## config.mk

```make
export PLATFORM = sky130hd
export DESIGN_NAME = mul_add_scheduler
export DESIGN_NICKNAME = d
export VERILOG_FILES = /design/src/rtl/mul_add_pkg.sv /design/src/rtl/rr_arbiter2.sv /design/src/rtl/mul_add_scheduler.sv
export SDC_FILE = /design/constraint.sdc
export NUM_CORES = 1
export LEC_CHECK = 0
export CAP_MARGIN = 15
export CORE_MARGIN = 5
export CORE_UTILIZATION = 35
export DETAILED_ROUTE_END_ITERATION = 16
export PLACE_DENSITY = 0.92
export SLEW_MARGIN = 10
export SYNTH_ARGS = -nofsm -noshare
export SYNTH_HDL_FRONTEND = slang
export SYNTH_SLANG_ARGS = --single-unit
```

## constraint.sdc

```tcl
create_clock -name clk -period 2.15 [get_ports clk]
set_input_delay 0.3225 -clock clk [delete_from_list [all_inputs] [get_ports clk]]
set_output_delay 0.3225 -clock clk [all_outputs]
set_load 0.05 [all_outputs]
```

## src/rtl/mul_add_pkg.sv

```systemverilog
// Shared constants for the multiply-by-repeated-addition scheduler.
// Latency: n/a (package only).
// Backpressure: n/a (package only).
//
// Holds the default datapath width, the FSM state encoding and a small
// helper that turns a requester index into a one-hot vector.
package mul_add_pkg;

    // Default operand / product / result width in bits.
    localparam int DEFAULT_W = 8;

    // FSM state encoding. Plain constants rather than an enum so the
    // encoding stays fixed for anything probing the state bits directly.
    localparam logic [2:0] ST_IDLE = 3'd0;
    localparam logic [2:0] ST_LDA  = 3'd1;
    localparam logic [2:0] ST_LDB  = 3'd2;
    localparam logic [2:0] ST_ACC  = 3'd3;
    localparam logic [2:0] ST_DONE = 3'd4;

    typedef logic [2:0] state_t;

    // Requester index (0/1) to one-hot grant/done vector.
    function automatic logic [1:0] onehot2(input logic idx);
        return idx ? 2'b10 : 2'b01;
    endfunction

endpackage

```

## src/rtl/rr_arbiter2.sv

```systemverilog
// Two-way round-robin arbiter, purely combinational.
// Latency: 0 cycles (winner follows req/last_served combinationally).
// Backpressure: none; the caller decides when to sample the winner.
//
// Ports:
//   req[1:0]     - request vector
//   last_served  - index of the requester that completed most recently
//   winner       - index of the requester that should be served next
//                  (don't-care when req == 0; reported as 0)
module rr_arbiter2 (
    input  logic [1:0] req,
    input  logic       last_served,
    output logic       winner
);

    always_comb begin
        winner = 1'b0;
        if (req == 2'b11) begin
            // Contention: hand the turn to whoever was not served last.
            winner = ~last_served;
        end else if (req[1]) begin
            winner = 1'b1;
        end
    end

endmodule

```

## src/rtl/mul_add_scheduler.sv

```systemverilog
// Arbitrates two multiply requesters onto an external repeated-addition datapath.
// Latency: B+4 cycles from the IDLE cycle that samples req to the done pulse.
// Backpressure: req is a level held until done; losers simply wait in IDLE.
//
// Ports:
//   clk, rst_n           - single clock, synchronous active-low reset
//   req[1:0]             - per-requester request level
//   a0/b0, a1/b1         - requester operands, stable while that gnt is high
//   gnt[1:0]             - registered one-hot grant, high from LDA to DONE
//   done[1:0]            - one-cycle completion pulse for the granted requester
//   result               - last product, valid from the done cycle onward
//   lda/ldb/clrp/ldp/decb- datapath control strobes
//   data_in              - operand bus into the datapath
//   eqz, prod            - datapath status: B register is zero, product register
module mul_add_scheduler
    import mul_add_pkg::*;
#(
    parameter int W = DEFAULT_W
) (
    input  logic         clk,
    input  logic         rst_n,
    input  logic [1:0]   req,
    input  logic [W-1:0] a0,
    input  logic [W-1:0] b0,
    input  logic [W-1:0] a1,
    input  logic [W-1:0] b1,
    output logic [1:0]   gnt,
    output logic [1:0]   done,
    output logic [W-1:0] result,
    output logic         lda,
    output logic         ldb,
    output logic         ldp,
    output logic         clrp,
    output logic         decb,
    output logic [W-1:0] data_in,
    input  logic         eqz,
    input  logic [W-1:0] prod
);

    state_t       state_q, state_d;
    logic         win_q, win_d;        // requester owning the current operation
    logic         last_q, last_d;      // requester that completed most recently
    logic [1:0]   gnt_q, gnt_d;
    logic [W-1:0] result_q, result_d;

    logic         arb_win;

    rr_arbiter2 u_arb (
        .req         (req),
        .last_served (last_q),
        .winner      (arb_win)
    );

    always_comb begin
        state_d  = state_q;
        win_d    = win_q;
        last_d   = last_q;
        gnt_d    = gnt_q;
        result_d = result_q;

        lda      = 1'b0;
        ldb      = 1'b0;
        clrp     = 1'b0;
        ldp      = 1'b0;
        decb     = 1'b0;
        done     = 2'b00;
        data_in  = '0;
        result   = result_q;

        case (state_q)
            ST_IDLE: begin
                gnt_d = 2'b00;
                if (|req) begin
                    // Winner is latched here; operands are then muxed from
                    // the latched index so a late req change cannot switch
                    // requesters mid-operation.
                    win_d   = arb_win;
                    gnt_d   = onehot2(arb_win);
                    state_d = ST_LDA;
                end
            end

            ST_LDA: begin
                lda     = 1'b1;
                data_in = win_q ? a1 : a0;
                state_d = ST_LDB;
            end

            ST_LDB: begin
                ldb     = 1'b1;
                clrp    = 1'b1;
                data_in = win_q ? b1 : b0;
                state_d = ST_ACC;
            end

            ST_ACC: begin
                // One add per remaining unit of B; eqz is live from the
                // datapath so the B=0 case falls straight through.
                if (!eqz) begin
                    ldp  = 1'b1;
                    decb = 1'b1;
                end else begin
                    state_d = ST_DONE;
                end
            end

            ST_DONE: begin
                // prod is stable here (no ldp), so expose it directly this
                // cycle and capture it for the cycles that follow.
                done     = onehot2(win_q);
                result   = prod;
                result_d = prod;
                last_d   = win_q;
                gnt_d    = 2'b00;
                state_d  = ST_IDLE;
            end

            default: begin
                gnt_d   = 2'b00;
                state_d = ST_IDLE;
            end
        endcase
    end

    always_ff @(posedge clk) begin
        if (!rst_n) begin
            state_q  <= ST_IDLE;
            win_q    <= 1'b0;
            last_q   <= 1'b1;   // requester 0 wins the first tie
            gnt_q    <= 2'b00;
            result_q <= '0;
        end else begin
            state_q  <= state_d;
            win_q    <= win_d;
            last_q   <= last_d;
            gnt_q    <= gnt_d;
            result_q <= result_d;
        end
    end

    assign gnt = gnt_q;

endmodule

```

==> results of run 1 <==
-- sequential cells by signal (all words and copies together), names as in the netlist --
register and flops:
gnt 2, last_q 1, state_q 3, result_q 8
win_q 1
-- cells by family (layout without fill, tap and decap cells) --
logic type / Yosys count / count (layout) / synth area share, %
AOI/OAI and AO/OA: 14 / 14 / 10.62
buffers and inverters: 11 / 80 / 6.089
DFF: 15 / 15 / 33.99
muxes: 24 / 24 / 28.33
and+or+nand+nor: 31 / 31 / 20.96
-- worst max-delay path, cell delays in order (launching register included) --
cell     delay [ns]
dfxtp_1        0.47
nor3b_4        0.29
buf_12         0.16
mux2_2         0.34
buf_4          0.19
-- final cells by class --
type	count	area [um^2]	area share (%)
timing repair buffer	73	825.8	47.55
multi-input combinational	69	534.3	30.76
sequential	15	301.5	17.36
tap	30	37.54	2.161
clock buffer	4	26.28	1.513
inverter	3	11.26	0.6484
-- repair_timing --
action / 4_1_cts / 5_1_grt
hold endpoints to repair: 0 / 0
hold buffers: 0 / 0
buffers inserted: 2 / 0
gates resized for setup: 0 / 1
setup endpoints to repair: 9 / 8
-- through the flow --
stage	instance area (um^2)	total power [uW]	instances	TNS, ns	util, %
after floorplan	888.4	526.0	95	0	-
after global placement	1682	741.8	188	0	68.50
after detailed placement	1682	753.9	188	0	68.50
after CTS	1735	915.5	194	-0.003973	70.69
after global routing	1737	946.1	194	0	70.74
final	1737	906.0	194	0	70.74
-- layout by cell type (no fill, tap or decap), types with 2 or more instances in the layout --
cell / netlist / final
and2_1: 10 / 10
buf_12: 0 / 13
buf_4: 2 / 14
clkbuf_4: 0 / 3
clkdlybuf4s50_1: 0 / 46
dfxtp_1: 15 / 14
inv_1: 3 / 3
mux2_2: 8 / 8
mux2i_1: 16 / 16
nand2_1: 4 / 4
nand2b_1: 3 / 3
nor2_1: 4 / 4
nor2b_1: 2 / 2
nor3_1: 3 / 2
o22ai_1: 8 / 8
-- power by group through the flow --
stage	Clock (uW)	Combinational [uW]	Sequential [uW]
CTS	166	447	302
finish	160	443	303
floorplan	0	217	309
detailed placement	0	445	309
global placement	0	434	308
global route	178	462	306
-- path summary, 6_finish.rpt --
path,start,end,slack [ns]
worst max-delay path,state_q[2],result[1],0.09
worst max register to register,state_q[2],result_q[1],0.62
worst min register to register,gnt[1],gnt[1],0.47
worst min-delay path,gnt[1],gnt[1],0.47
-- per-layer routing --
metal	wire, um	vias to the layer above	share of wire [%]	GRT usage, %
li1	-	472	-	-
met2	1598	50	53	31.64
met4	15	0	0.50	3.797
met5	0	-	0	0
met3	346	2	12	8.423
met1	1041	435	35	16.58
==> results.json, run 1 <==
{
  "die_h_um": 60.24,
  "clk_pin_slew_ns": 0.09,
  "p_seq_share_pct": 33.5,
  "crit_fanout": 8,
  "h-tree-depth": 1,
  "synth.largest_area_cell": "dfxtp_1",
  "drcViolationCount": 0,
  "async_flop_share_pct": 0,
  "ff2ff_path_depth": 4,
  "p_sw_uw": 326.0,
  "synth_top_area_share_pct": 33.99,
  "dp_slack_ns": 0.2655,
  "grt_pass1_wl_um": 4540,
  "p_per_area_nw_per_um2": 521.7,
  "synth_top_cells_by_area": "dfxtp_1 34%, mux2i_1 18%, mux2_2 10%",
  "layout.nets": 210,
  "vias": 959,
  "seq_area_frac_synth_pct": 33.99,
  "synth_warnings": 0,
  "synth_seq_cells": 15,
  "hpwl_um": 2551,
  "vdd_ir_drop_max_mv": 0.4378,
  "clk_path_buf_depth": 2,
  "diodes": 0,
  "cts_buffers": 3,
  "std_cell_rows": 18,
  "hold_viol": 0,
  "crit_arrival_ns": 1.74,
  "critPathKind": "register to primary output",
  "ios": 70,
  "final_layout_size_suffix_gt1_share_pct": 25.61,
  "root_buffer": "clkbuf_4",
  "grt_max_degree": 20,
  "synth_area_per_cell_um2": 9.298,
  "worst_pin_slew_ns": 0.5165,
  "p_clk_share_pct": 17.6,
  "setup_viol": 0,
  "power.internal_uw": 580.1,
  "ant_nets": 0,
  "synth_cell_types": 26,
  "synth.net_count": 140,
  "cts_tree": "built",
  "clk_latency_ns": 0.28,
  "synth_commonest_cells": "16 x mux2i_1, 15 x dfxtp_1, 10 x and2_1",
  "overflow": 0,
  "first_iter_violations": 12,
  "track_usage_pct": 16.98,
  "port_buffers": 69,
  "fp.dieW_um": 60.24,
  "fillers": 180,
  "cts.sinks": 15,
  "holdWs_ns": 0.4652,
  "rsz0062_at_grt": "false",
  "pwr-share-comb_pct": 48.9,
  "required_ns": 1.83,
  "cap_violations": 0,
  "die-area_um2": 3628,
  "area_growth_pct": 96.60,
  "synth_area_um2": 883.3,
  "synth_edf_count": 0,
  "wl_um": 3001,
  "wl_per_cell_um": 15.47,
  "min_period_ns": 2.060,
  "synth_cells": 95,
  "run_status": "completed",
  "setup_slack_ns": 0.09027,
  "start_kind": "register",
  "min_path_cells": 1,
  "maxSlewViolCount": 0,
  "skew_ns": 0.002037,
  "dr.pass1.iters": 4,
  "grt_pass1_vias": 1021,
  "coreArea_um2": 2455,
  "antenna_found_initial": 0,
  "synthMostInstantiatedCell": "mux2i_1",
  "start_util_pct": 35.98,
  "ys.flop_type": "dfxtp_1",
  "fin_crit_sh_pct": 95.80,
  "fmax_mhz": 485.5,
  "end_kind": "primary output",
  "gp_congestion": 0.7693,
  "slew_headroom_pct": 65.46,
  "switching_share_pct": 35.98,
  "p_leak_uw": 0.0007178,
  "hold_path.class": "register to register",
  "avgViaCountPerCell": 4.943
}
Note: power is estimated with default switching activity, not from simulation.
==> run 2: changes to the inputs <==
--- a/config.mk
+++ b/config.mk
@@ -10,4 +10,6 @@
 export CORE_UTILIZATION = 35
+export CTS_CLUSTER_SIZE = 30
 export DETAILED_ROUTE_END_ITERATION = 16
 export PLACE_DENSITY = 0.92
+export REMOVE_ABC_BUFFERS = 1
 export SLEW_MARGIN = 10
--- a/constraint.sdc
+++ b/constraint.sdc
@@ -3,2 +3,2 @@
 set_output_delay 0.3225 -clock clk [all_outputs]
-set_load 0.05 [all_outputs]
+set_load 0.005 [all_outputs]
==> run 2 against run 1 <==
  * Register-to-register slack gained 0.06 ns
  * Sequential share of layout area grew 0.95 points
  * Cell area shrank 3.2%
  * Clock skew grew 0.0054 ns
  * Fmax shrank 0.46%
  * Sequential power is essentially flat
  * Global-route usage shrank 0.99 points
  * Critical endpoint is now data_in[5]
  * Hold slack gained 0.023 ns
  * Flip-flop and latch count is the same
  * Critical path type unchanged
  * Clock power is essentially flat
==> results.json, run 2 (same netlist as run 1, synthesis figures left out) <==
{
  "run_status": "completed",
  "min_period_ns": 2.069,
  "fp.dieW_um": 60.24,
  "required_ns": 1.83,
  "worst_pin_slew_ns": 0.3527,
  "avgViaCountPerCell": 4.831,
  "maxSlewViolCount": 0,
  "end_kind": "primary output",
  "hold_path.class": "register to register",
  "ant_nets": 0,
  "fmax_mhz": 483.3,
  "die_h_um": 60.24,
  "first_iter_violations": 10,
  "layout_commonest_cell": "clkdlybuf4s50_1",
  "slew_headroom_pct": 76.41,
  "finalNonFillerCells": 195,
  "layout.nets": 211,
  "hold_buffers": 0,
  "start_util_pct": 35.98,
  "die-area_um2": 3628,
  "final_layout_size_suffix_gt1_share_pct": 15.76,
  "grt_pass1_vias": 958,
  "antenna_found_initial": 0,
  "coreArea_um2": 2455,
  "top_register": "result_q",
  "critPathKind": "register to primary output",
  "cts_tree": "built",
  "std_cell_rows": 18,
  "overflow": 0,
  "drcViolationCount": 0,
  "setup_viol": 0,
  "hpwl_um": 2303,
  "hold_viol": 0,
  "crit_arrival_ns": 1.75,
  "track_usage_pct": 15.99,
  "dr.pass1.iters": 4,
  "cts_buffers": 3,
  "gp_congestion": 0.8066,
  "dp_cells": 188,
  "clk_latency_ns": 0.29,
  "skew_ns": 0.007435,
  "port_buffers": 69,
  "rsz0062_at_grt": "true",
  "grt_max_degree": 20,
  "h-tree-depth": 1,
  "grt_pass1_wl_um": 4271,
  "largest_reg_flops": 8,
  "p_per_area_nw_per_um2": 436.4,
  "clk_pin_slew_ns": 0.09,
  "ios": 70,
  "fin_crit_sh_pct": 96.25,
  "cts.sinks": 15,
  "root_buffer": "clkbuf_4",
  "vias": 942,
  "clk_path_buf_depth": 2,
  "start_kind": "register",
  "wl_um": 2850,
  "crit_fanout": 9,
  "wl_per_cell_um": 14.62,
  "dp_slack_ns": 0.1004,
  "area_growth_pct": 90.23,
  "p_leak_uw": 0.0006963,
  "diodes": 0,
  "final_cell_mix": "60 x clkdlybuf4s50_1, 16 x mux2i_1, 13 x dfxtp_1",
  "vdd_ir_drop_max_mv": 0.3856,
  "cap_violations": 0,
  "setup_slack_ns": 0.08073
}
run 2: layout make-up:
| type | count | area [um^2] |
|---|---|---|
| Clock buffer | 4 | 26.28 |
| Fill cell | 191 | 774.5 |
| Inverter | 3 | 11.26 |
| Multi-Input combinational cell | 69 | 561.8 |
| Sequential cell | 15 | 307.8 |
| Tap cell | 30 | 37.54 |
| Timing Repair Buffer | 74 | 735.7 |
run 2: per-stage QoR:
step	cell area, um^2	TNS [ns]	total power [uW]	hold WS (ns)	utilization [%]
2_1_floorplan	840.8	0	396.7	0.4430	-
3_3_place_gp	1584	0	559.0	0.4438	64.53
5_1_grt	1680	-0.07298	777.8	0.5157	68.45
6_report	1680	0	733.3	0.4883	68.45
3_5_place_dp	1584	0	566.3	0.4711	64.53
4_1_cts	1648	0	727.5	0.4900	67.13
run 2: worst paths after layout:
path                            startpoint          end  slack [ns]  cells after the start
worst max-delay path            state_q[2]   data_in[5]        0.08                      5
worst min-delay path                gnt[0]       gnt[0]        0.49                      2
worst max register to register  state_q[0]  result_q[3]        0.68                      5
worst min register to register      gnt[0]       gnt[0]        0.49                      2
run 2: layer usage:
metal / global-route usage, % / routed length [um] / vias up
met1: 17.70 / 1089 / 442
met3: 4.104 / 113 / 5
met4: 8.228 / 46 / 0
met2: 27.78 / 1600 / 22
li1: - / - / 473
met5: 0 / 0 / -
run 2: where the power goes:
part           total, uW  leakage, uW  internal [uW]  switching (uW)
logic                270     0.000558            177            93.5
clock network        158    0.0000150           72.2            85.9
registers            305     0.000123            290            15.4
total                733     0.000696            538             195
run 2: worst max-delay path, stage by stage, from the launching register on:
cell and delay [ns]:
dfxtp_1 0.32, buf_4 0.15, nor2_1 0.13, nand2_2 0.16
o22ai_1 0.17, clkdlybuf4s50_1 0.53
run 2: timing repair:
| action | CTS | global route |
|---|---|---|
| endpoints found under the hold margin | 0 | 0 |
| resized for setup | 14 | 9 |
| buffers inserted | 3 | 0 |
| endpoints found under the setup margin | 18 | 11 |
| pin swaps | 1 | 2 |
==> patch: new RTL, settings of run 2 <==
Take the reset off `result_q` and load it in a clocked block of its own.
--- a/src/rtl/mul_add_scheduler.sv
+++ b/src/rtl/mul_add_scheduler.sv
@@ -130,3 +130,2 @@
             gnt_q    <= 2'b00;
-            result_q <= '0;
         end else begin
@@ -136,4 +135,7 @@
             gnt_q    <= gnt_d;
-            result_q <= result_d;
         end
+    end
+
+    always_ff @(posedge clk) begin
+        result_q <= result_d;
     end
Check against the original RTL: differs if rst_n is asserted again (counterexample within 10 cycles, from zero or initial values and one cycle with rst_n low); with rst_n held inactive, the same outputs for 10 cycles.
==> patch against run 2 <==
  * Critical path depth decreased by 1
  * Total power up 26%
  * Worst setup slack got worse by 0.024 ns
  * Sequential cell count unchanged
  * Synthesized area fell by 2.8%
  * Combinational power up 56%
  * Wire length decreased by 0.28%
  * Design area up 2.7%
==> patch: results (changes against run 2) <==
* GPL Wtd Cong at 0.8383 (was 0.8066)
* Outcome: complete, no violations (unchanged)
* Worst-margin pin slew at 0.3242 ns (was 0.3527 ns)
* GR Util All Layers at 15.86% (was 15.99%)
* WL met3 at 385 um (was 113 um)
* Clock Skew at 0.004153 ns (was 0.007435 ns)
* Internal at 682.8 uW (was 538.5 uW)
* Post-synthesis sequential area ratio at 34.99% (was 33.99%)
* Leak pwr at 0.0008738 uW (was 0.0006963 uW)
* Number of global-route vias before repair at 1010 (was 958)
* Drt wl/cell at 14.50 um (was 14.62 um)
* Met3 GRT Util at 5.882% (was 4.104%)
* # fillers at 183 (was 191)
* Via count at 961 (was 942)
* Slowest library cell on the worst path: or3b_4 (was clkdlybuf4s50_1)
* VDD IR max at 449.4 uV (was 385.6 uV)
* Post-CTS Setup Inserts at 5 (was 3)
* CP Max Fanout at 5 (was 9)
* Top post-synthesis cells by area: dfxtp_1 (35%), mux2i_1 (19%), mux2_4 (14%) (was dfxtp_1 (34%), mux2i_1 (18%), mux2_2 (10%))
* Met2 GRT Util at 29.17% (was 27.78%)
* First-pass GRT wire length at 4.360 mm (was 4.271 mm)
* Cts repair resizes at 16 (was 14)
* Wire length on met1 at 1.049 mm (was 1.089 mm)
* Final Util at 71.60% (was 68.45%)
* Fin nets at 212 (was 211)
* Slowest stage delay, CP at 0.43 ns (was 0.53 ns)
* Later-pin clock latency in the skew report at 0.27 ns (was 0.29 ns)
## patch: cell families after synthesis
group	Yosys count	share of synthesized area, %
AO/OA/AOI/OAI	13	9.912
buffers and inverters	9	6.851
multiplexers	24	32.65
AND/OR/NAND/NOR	24	15.60
flip-flops	15	34.99
## patch: cell type report
class / instances / share of cell area (%)
repair buffers: 82 / 46.85
multi-input cells: 63 / 31.40
flip-flops and latches: 15 / 17.62
well taps: 30 / 2.175
clock buffers: 4 / 1.523
inverters: 2 / 0.4351
## patch: path summary, 6_finish.rpt
kind | from | to | slack (ns) | cells after the start
max | state_q[1] | result[4] | 0.06 | 4
min | gnt[1] | gnt[1] | 0.46 | 1
max reg2reg | state_q[1] | result_q[4] | 0.81 | 3
min reg2reg | gnt[1] | gnt[1] | 0.46 | 1
## patch: power groups by stage
stage	combinational, uW	clock (uW)	sequential [uW]
after floorplan	155	0	364
after global placement	421	0	356
after detailed placement	438	0	356
after CTS	426	162	355
after global routing	456	175	359
final	420	151	354
